File: src/rtl/pulse_det_ctrl_if.sv
// Pulse-detector control bus: arm/abort handshake, run configuration,
// qualified serial input and the run status outputs.
interface pulse_det_ctrl_if #(
    parameter int unsigned CNT_W = 8,
    parameter int unsigned WIN_W = 16
) ();
    logic             start;
    logic             abort;
    logic [3:0]       cfg_pattern;
    logic             cfg_overlap;
    logic [CNT_W-1:0] cfg_target;
    logic [WIN_W-1:0] cfg_window;
    logic             in;
    logic             in_valid;
    logic             busy;
    logic             match;
    logic [CNT_W-1:0] match_cnt;
    logic             done;
    logic             timeout;

    // Controller side: drives requests, config and data, observes status.
    modport master (
        output start, abort, cfg_pattern, cfg_overlap, cfg_target, cfg_window, in, in_valid,
        input  busy, match, match_cnt, done, timeout
    );

    // Detector side.
    modport slave (
        input  start, abort, cfg_pattern, cfg_overlap, cfg_target, cfg_window, in, in_valid,
        output busy, match, match_cnt, done, timeout
    );
endinterface

File: src/rtl/pulse_det_ctrl.sv
// Armed serial 4-bit pattern detector. Counts matches up to a target, with an
// optional armed-cycle window, abort, and overlapping/non-overlapping modes.
module pulse_det_ctrl #(
    parameter int unsigned CNT_W = 8,
    parameter int unsigned WIN_W = 16
) (
    input logic              clk,
    input logic              rst,
    pulse_det_ctrl_if.slave  bus
);

    typedef enum logic [3:0] {
        StIdle    = 4'b0001,
        StArmed   = 4'b0010,
        StDone    = 4'b0100,
        StTimeout = 4'b1000
    } state_e;

    state_e           state_q;

    // Configuration latched when a run is accepted.
    logic [3:0]       pat_q;
    logic             ovl_q;
    logic [CNT_W-1:0] tgt_q;
    logic [WIN_W-1:0] win_len_q;

    logic [3:0]       hist_q;
    logic [2:0]       fill_q;
    logic [WIN_W-1:0] win_q;
    logic [CNT_W-1:0] cnt_q;

    logic             busy_q;
    logic             match_q;
    logic             done_q;
    logic             timeout_q;

    logic [3:0]       hist_nxt;
    logic [2:0]       fill_nxt;
    logic [CNT_W-1:0] cnt_nxt;
    logic [WIN_W-1:0] win_nxt;
    logic             hit;
    logic             last;
    logic             expire;

    // Next history/fill, match detection, completion and window expiry for this edge.
    always_comb begin
        hist_nxt = hist_q;
        fill_nxt = fill_q;
        if (bus.in_valid) begin
            hist_nxt = {hist_q[2:0], bus.in};
            if (fill_q != 3'd4) begin
                fill_nxt = fill_q + 3'd1;
            end
        end
        hit    = bus.in_valid && (fill_nxt == 3'd4) && (hist_nxt == pat_q);
        cnt_nxt = cnt_q + CNT_W'(1);
        win_nxt = win_q + WIN_W'(1);
        last   = hit && (cnt_nxt == tgt_q);
        expire = (win_len_q != '0) && (win_nxt == win_len_q);
    end

    // Control FSM with registered outputs; abort beats completion, completion beats expiry.
    always_ff @(posedge clk or negedge rst) begin
        if (!rst) begin
            state_q   <= StIdle;
            pat_q     <= '0;
            ovl_q     <= 1'b0;
            tgt_q     <= '0;
            win_len_q <= '0;
            hist_q    <= '0;
            fill_q    <= '0;
            win_q     <= '0;
            cnt_q     <= '0;
            busy_q    <= 1'b0;
            match_q   <= 1'b0;
            done_q    <= 1'b0;
            timeout_q <= 1'b0;
        end else begin
            match_q   <= 1'b0;
            done_q    <= 1'b0;
            timeout_q <= 1'b0;
            case (state_q)
                StIdle: begin
                    busy_q <= 1'b0;
                    if (bus.start && !bus.abort) begin
                        pat_q     <= bus.cfg_pattern;
                        ovl_q     <= bus.cfg_overlap;
                        // A zero target would never be reached; run to the first match.
                        tgt_q     <= (bus.cfg_target == '0) ? CNT_W'(1) : bus.cfg_target;
                        win_len_q <= bus.cfg_window;
                        cnt_q     <= '0;
                        fill_q    <= '0;
                        win_q     <= '0;
                        busy_q    <= 1'b1;
                        state_q   <= StArmed;
                    end
                end
                StArmed: begin
                    if (bus.abort) begin
                        busy_q  <= 1'b0;
                        state_q <= StIdle;
                    end else begin
                        hist_q <= hist_nxt;
                        // Non-overlap mode demands four fresh bits after each match.
                        fill_q <= (hit && !ovl_q) ? 3'd0 : fill_nxt;
                        win_q  <= win_nxt;
                        if (hit) begin
                            match_q <= 1'b1;
                            cnt_q   <= cnt_nxt;
                        end
                        if (last) begin
                            busy_q  <= 1'b0;
                            done_q  <= 1'b1;
                            state_q <= StDone;
                        end else if (expire) begin
                            busy_q    <= 1'b0;
                            timeout_q <= 1'b1;
                            state_q   <= StTimeout;
                        end
                    end
                end
                StDone, StTimeout: begin
                    busy_q  <= 1'b0;
                    state_q <= StIdle;
                end
                default: begin
                    busy_q  <= 1'b0;
                    state_q <= StIdle;
                end
            endcase
        end
    end

    assign bus.busy      = busy_q;
    assign bus.match     = match_q;
    assign bus.match_cnt = cnt_q;
    assign bus.done      = done_q;
    assign bus.timeout   = timeout_q;

endmodule

File: src/flat_wrapper.sv
// flat-port wrapper written by rule: the top's interface ports become plain ports
module pulse_det_ctrl_flat 
#(
    parameter int unsigned CNT_W = 8,
    parameter int unsigned WIN_W = 16
)
  (clk, rst, bus_start, bus_abort, bus_cfg_pattern, bus_cfg_overlap, bus_cfg_target, bus_cfg_window, bus_in, bus_in_valid, bus_busy, bus_match, bus_match_cnt, bus_done, bus_timeout);
  pulse_det_ctrl_if #(.CNT_W(CNT_W), .WIN_W(WIN_W)) bus_i ();
  input logic clk;
  input logic rst;
  input wire logic [$bits(bus_i.start)-1:0] bus_start;
  input wire logic [$bits(bus_i.abort)-1:0] bus_abort;
  input wire logic [$bits(bus_i.cfg_pattern)-1:0] bus_cfg_pattern;
  input wire logic [$bits(bus_i.cfg_overlap)-1:0] bus_cfg_overlap;
  input wire logic [$bits(bus_i.cfg_target)-1:0] bus_cfg_target;
  input wire logic [$bits(bus_i.cfg_window)-1:0] bus_cfg_window;
  input wire logic [$bits(bus_i.in)-1:0] bus_in;
  input wire logic [$bits(bus_i.in_valid)-1:0] bus_in_valid;
  output wire logic [$bits(bus_i.busy)-1:0] bus_busy;
  output wire logic [$bits(bus_i.match)-1:0] bus_match;
  output wire logic [$bits(bus_i.match_cnt)-1:0] bus_match_cnt;
  output wire logic [$bits(bus_i.done)-1:0] bus_done;
  output wire logic [$bits(bus_i.timeout)-1:0] bus_timeout;
  assign bus_i.start = bus_start;
  assign bus_i.abort = bus_abort;
  assign bus_i.cfg_pattern = bus_cfg_pattern;
  assign bus_i.cfg_overlap = bus_cfg_overlap;
  assign bus_i.cfg_target = bus_cfg_target;
  assign bus_i.cfg_window = bus_cfg_window;
  assign bus_i.in = bus_in;
  assign bus_i.in_valid = bus_in_valid;
  assign bus_busy = bus_i.busy;
  assign bus_match = bus_i.match;
  assign bus_match_cnt = bus_i.match_cnt;
  assign bus_done = bus_i.done;
  assign bus_timeout = bus_i.timeout;
  pulse_det_ctrl #(.CNT_W(CNT_W), .WIN_W(WIN_W)) u_core (.clk(clk), .rst(rst), .bus(bus_i));
endmodule
File: config.mk
export PLATFORM = sky130hd
export DESIGN_NAME = pulse_det_ctrl_flat
export DESIGN_NICKNAME = d
export VERILOG_FILES = /design/src/rtl/pulse_det_ctrl_if.sv /design/src/rtl/pulse_det_ctrl.sv /design/src/flat_wrapper.sv
export SDC_FILE = /design/constraint.sdc
export NUM_CORES = 1
export LEC_CHECK = 0
export ABC_AREA = 1
export BUFFER_PORTS_ARGS = -buffer_cell sky130_fd_sc_hd__buf_2
export CORE_MARGIN = 1
export CORE_UTILIZATION = 50
export DETAILED_ROUTE_END_ITERATION = 10
export PLACE_DENSITY = 0.76
export SLEW_MARGIN = 20
export SYNTH_ARGS = -nofsm -noshare
export SYNTH_HDL_FRONTEND = slang
export SYNTH_SLANG_ARGS = --single-unit
File: constraint.sdc
create_clock -name clk -period 3.6 [get_ports clk]
set_input_delay 0.72 -clock clk [delete_from_list [all_inputs] [get_ports clk]]
set_output_delay 0.72 -clock clk [all_outputs]
set_load 0.02 [all_outputs]
==> results.cfg <==
[power_and_ir_drop]
seq_power_share_pct = 45.0
netSwitchingFraction_pct = 38.7
p_switching_uw = 955
power_density_nw_per_um2 = 565
power_leakage_uw = 0.00216
p_comb_share_pct = 30.5
clock_power_share_pct = 24.5
internal_power_uw = 1510
max-vdd-ir-drop_v = 0.000286

[timing]
rsz0062_at_grt = false
period_share_pct = 67.0
finalHoldViolCount = 0
timing.slew.headroom_pct = 53.1
worst_pin_slew_ns = 0.703
final_number_of_max_transition_violations = 0
setup_viol = 0
fin_worst_skew_ns = 0.0109
fin_setup_tns_ns = 0
timing.final.ws_setup_ns = 1.19
layout_min_cycle_time_ns = 2.41
fmax_ghz = 0.415

[floorplan]
initial_core_util_pct = 52.5
design.die.area_um2 = 8050
die-height_um = 89.7
fp-row-count = 31
core_area_um2 = 7330
die_width_um = 89.7
boundaryPins = 47

[drt]
initialDrtViolationCount = 221
detailroute.via_count = 3665
drc = 0
routed_wirelength_um = 9120
antenna_violating_nets_post_route = 0
routedWlPerCell_um = 13.1
viasPerCell = 5.27
dr.pass1.iters = 5

[placed_design]
gpl.final_weighted_congestion = 0.841
dp_slack_ns = 1.12
portBuffers = 46
post-dp-hpwl_um = 6610

[setup_path]
r2r_start = u_core.state_q[3]
cp-start-kind = flop
setup.worst_path.end_class = flop
rr_worst_depth = 9
worst-setup-path-type = reg2reg
ff2ff_setup_slack_ns = 1.19
required_ns = 3.89
worst_endpoint_data_arrival_time_ns = 2.70
critPathMaxFanout = 21
critical_path.reg2reg.endpoint = u_core.bus.match_cnt[2]

[yosys]
synth_flop_cell = sky130_fd_sc_hd__dfrtp_1
synth.yosys.seq_area_share_pct = 44.2
mappedNetlistNets = 581
mappedNetlistArea_um2 = 3850
async_reset_ff_share_pct = 100
netlist-cell-type-count = 34
synth_enable_flop_cells = 0
synth_cells = 542
synth.ff_latch_count = 68
synth_area_per_cell_um2 = 7.10
number_of_warning_messages_in_the_yosys_log = 0

[global_routing]
grt_start_max_net_pins = 50
grt_use_met2_pct = 39.3
antenna_found_initial = 0
busiest_layer = met2
grt_pass1_wl_um = 15600
grt_util_met1_pct = 31.0
grt_overflow = 0
gr-usage-all-layers_pct = 24.0
globalRouteMet3Util_pct = 4.31
number_of_global_route_vias_before_repair = 3484

[run]
cap_violations = 0

[clock_network]
clock_tree_from_tritoncts = done
cts-resized-gates = 0
clock_sinks = 68
clkTransAtPathRegs_ns = 0.08
root_buf_cell = sky130_fd_sc_hd__clkbuf_8
depth_of_the_cts_h_tree = 3
post_cts_buffers = 0
ctsHoldBuffers = 0
tritoncts.num_buffers = 9
clock_latency_ns = 0.37
maximum_clock_path_buffer_count = 2

[layout]
layout.nets = 630
layout_overhead_on_the_synthesized_area_pct = 13.5
antennaDiodeCount = 0
drive_above_1_share_pct = 14.8

[outcome]
status = complete, no violations

[worst_hold_path]
hold_class = in2async
[registers in the layout, summed over array words and instances (netlist names), 3 cells and up]
signal / cells
u_core.pat_q: 4
u_core.bus.match_cnt: 8
u_core.win_len_q: 16
u_core.hist_q: 4
u_core.fill_q: 3
u_core.tgt_q: 8
u_core.state_q: 4
u_core.win_q: 16
[cells in the mapped netlist, types with 2 or more instances]
library cell | count | share of area (%)
sky130_fd_sc_hd__nor2_1 | 45 | 4.4
sky130_fd_sc_hd__nand2_1 | 199 | 19
sky130_fd_sc_hd__o22ai_1 | 13 | 2.1
sky130_fd_sc_hd__nand3_2 | 2 | 0.52
sky130_fd_sc_hd__nor3_1 | 3 | 0.39
sky130_fd_sc_hd__nand4_1 | 7 | 1.1
sky130_fd_sc_hd__nor2_2 | 6 | 0.98
sky130_fd_sc_hd__ha_1 | 4 | 1.3
sky130_fd_sc_hd__nand3_1 | 45 | 5.9
sky130_fd_sc_hd__nand2_2 | 7 | 1.1
sky130_fd_sc_hd__clkbuf_1 | 5 | 0.49
sky130_fd_sc_hd__o21ai_0 | 39 | 5.1
sky130_fd_sc_hd__inv_1 | 62 | 6.0
sky130_fd_sc_hd__buf_2 | 5 | 0.65
sky130_fd_sc_hd__a21oi_1 | 3 | 0.39
sky130_fd_sc_hd__dfrtp_1 | 67 | 44
sky130_fd_sc_hd__o21ai_1 | 2 | 0.26
sky130_fd_sc_hd__o21ai_2 | 2 | 0.46
sky130_fd_sc_hd__xor2_1 | 5 | 1.1
sky130_fd_sc_hd__nor2_4 | 2 | 0.59
sky130_fd_sc_hd__nand3b_1 | 6 | 1.2
[worst max path at each step]
stage | end | start | cells after the start
floorplan | u_core.bus.busy | bus_in_valid | 11
global placement | u_core.bus.match_cnt[0] | bus_abort | 6
detailed placement | u_core.bus.match_cnt[0] | bus_abort | 6
CTS | u_core.bus.match_cnt[2] | u_core.state_q[3] | 9
global route | u_core.bus.match_cnt[2] | u_core.state_q[3] | 9
finish | u_core.bus.match_cnt[2] | u_core.state_q[3] | 9
[cell usage in the layout, fill, tap and decap left out, types with 3 or more instances in the layout]
cell | Yosys | layout
sky130_fd_sc_hd__nor2_2 | 6 | 6
sky130_fd_sc_hd__buf_2 | 5 | 46
sky130_fd_sc_hd__clkinvlp_4 | 0 | 3
sky130_fd_sc_hd__nand3_1 | 45 | 45
sky130_fd_sc_hd__nand2_2 | 7 | 7
sky130_fd_sc_hd__nor2_1 | 45 | 45
sky130_fd_sc_hd__a21oi_1 | 3 | 3
sky130_fd_sc_hd__buf_4 | 1 | 3
sky130_fd_sc_hd__ha_1 | 4 | 4
sky130_fd_sc_hd__clkbuf_8 | 0 | 11
sky130_fd_sc_hd__nand4_1 | 7 | 7
sky130_fd_sc_hd__nand2_1 | 199 | 199
sky130_fd_sc_hd__nand3b_1 | 6 | 6
sky130_fd_sc_hd__xor2_1 | 5 | 5
sky130_fd_sc_hd__o21ai_0 | 39 | 39
sky130_fd_sc_hd__inv_1 | 62 | 62
sky130_fd_sc_hd__o22ai_1 | 13 | 13
sky130_fd_sc_hd__dfrtp_1 | 67 | 67
[metrics by stage]
step                      hold slack [ns]  std cells  cell area (um^2)  utilization (%)  power [uW]
after detailed placement            0.482        679              4180             57.0        1870
after global placement              0.478        679              4180             57.0        1840
after floorplan                     0.424        542              3850                -        1640
final                               0.301        695              4370             59.6        2470
after global routing                0.337        695              4370             59.6        2640
after CTS                           0.313        695              4370             59.6        2460
[critical path, cell delays in order (launching register included)]
cell and delay, ns:
sky130_fd_sc_hd__dfrtp_1 0.37, sky130_fd_sc_hd__nor2_1 0.13, sky130_fd_sc_hd__inv_1 0.05, sky130_fd_sc_hd__nor3_1 0.21, sky130_fd_sc_hd__inv_1 0.09, sky130_fd_sc_hd__nor2_2 0.45, sky130_fd_sc_hd__inv_1 0.50, sky130_fd_sc_hd__nor2_2 0.32
sky130_fd_sc_hd__inv_1 0.08, sky130_fd_sc_hd__o21ai_0 0.15
[power by group through the flow]
stage | Clock [uW] | Combinational (uW) | Sequential, uW
floorplan | 0 | 560 | 1080
global placement | 0 | 721 | 1120
detailed placement | 0 | 744 | 1120
CTS | 608 | 750 | 1110
global route | 639 | 872 | 1130
finish | 604 | 753 | 1110
[cell families (layout without fill, tap and decap cells)]
| logic type | count (synthesis) | count (layout) | share of synthesized area [%] |
|---|---|---|---|
| AO/OA/AOI/OAI | 63 | 63 | 9.17 |
| XOR/XNOR | 6 | 6 | 1.37 |
| adder cells (fa/ha/maj) | 4 | 4 | 1.30 |
| buffers and inverters | 75 | 129 | 7.57 |
| flip-flops | 68 | 68 | 44.2 |
| AND/OR/NAND/NOR | 326 | 326 | 36.3 |
[cell type report]
cell class,count,area [um^2]
clock buffers,11,151
clock inverters,5,36.3
fillers,674,2960
inverters,64,240
multi-input cells,399,1860
flip-flops and latches,68,1700
well taps,99,124
repair buffers,49,253
[metal layers]
| layer | part of all wire, % | wire length (um) |
|---|---|---|
| met5 | 0 | 0 |
| met4 | 2.1 | 196 |
| met3 | 4.8 | 440 |
| met2 | 47 | 4270 |
| met1 | 46 | 4210 |
Note: power is estimated with default switching activity, not from simulation.
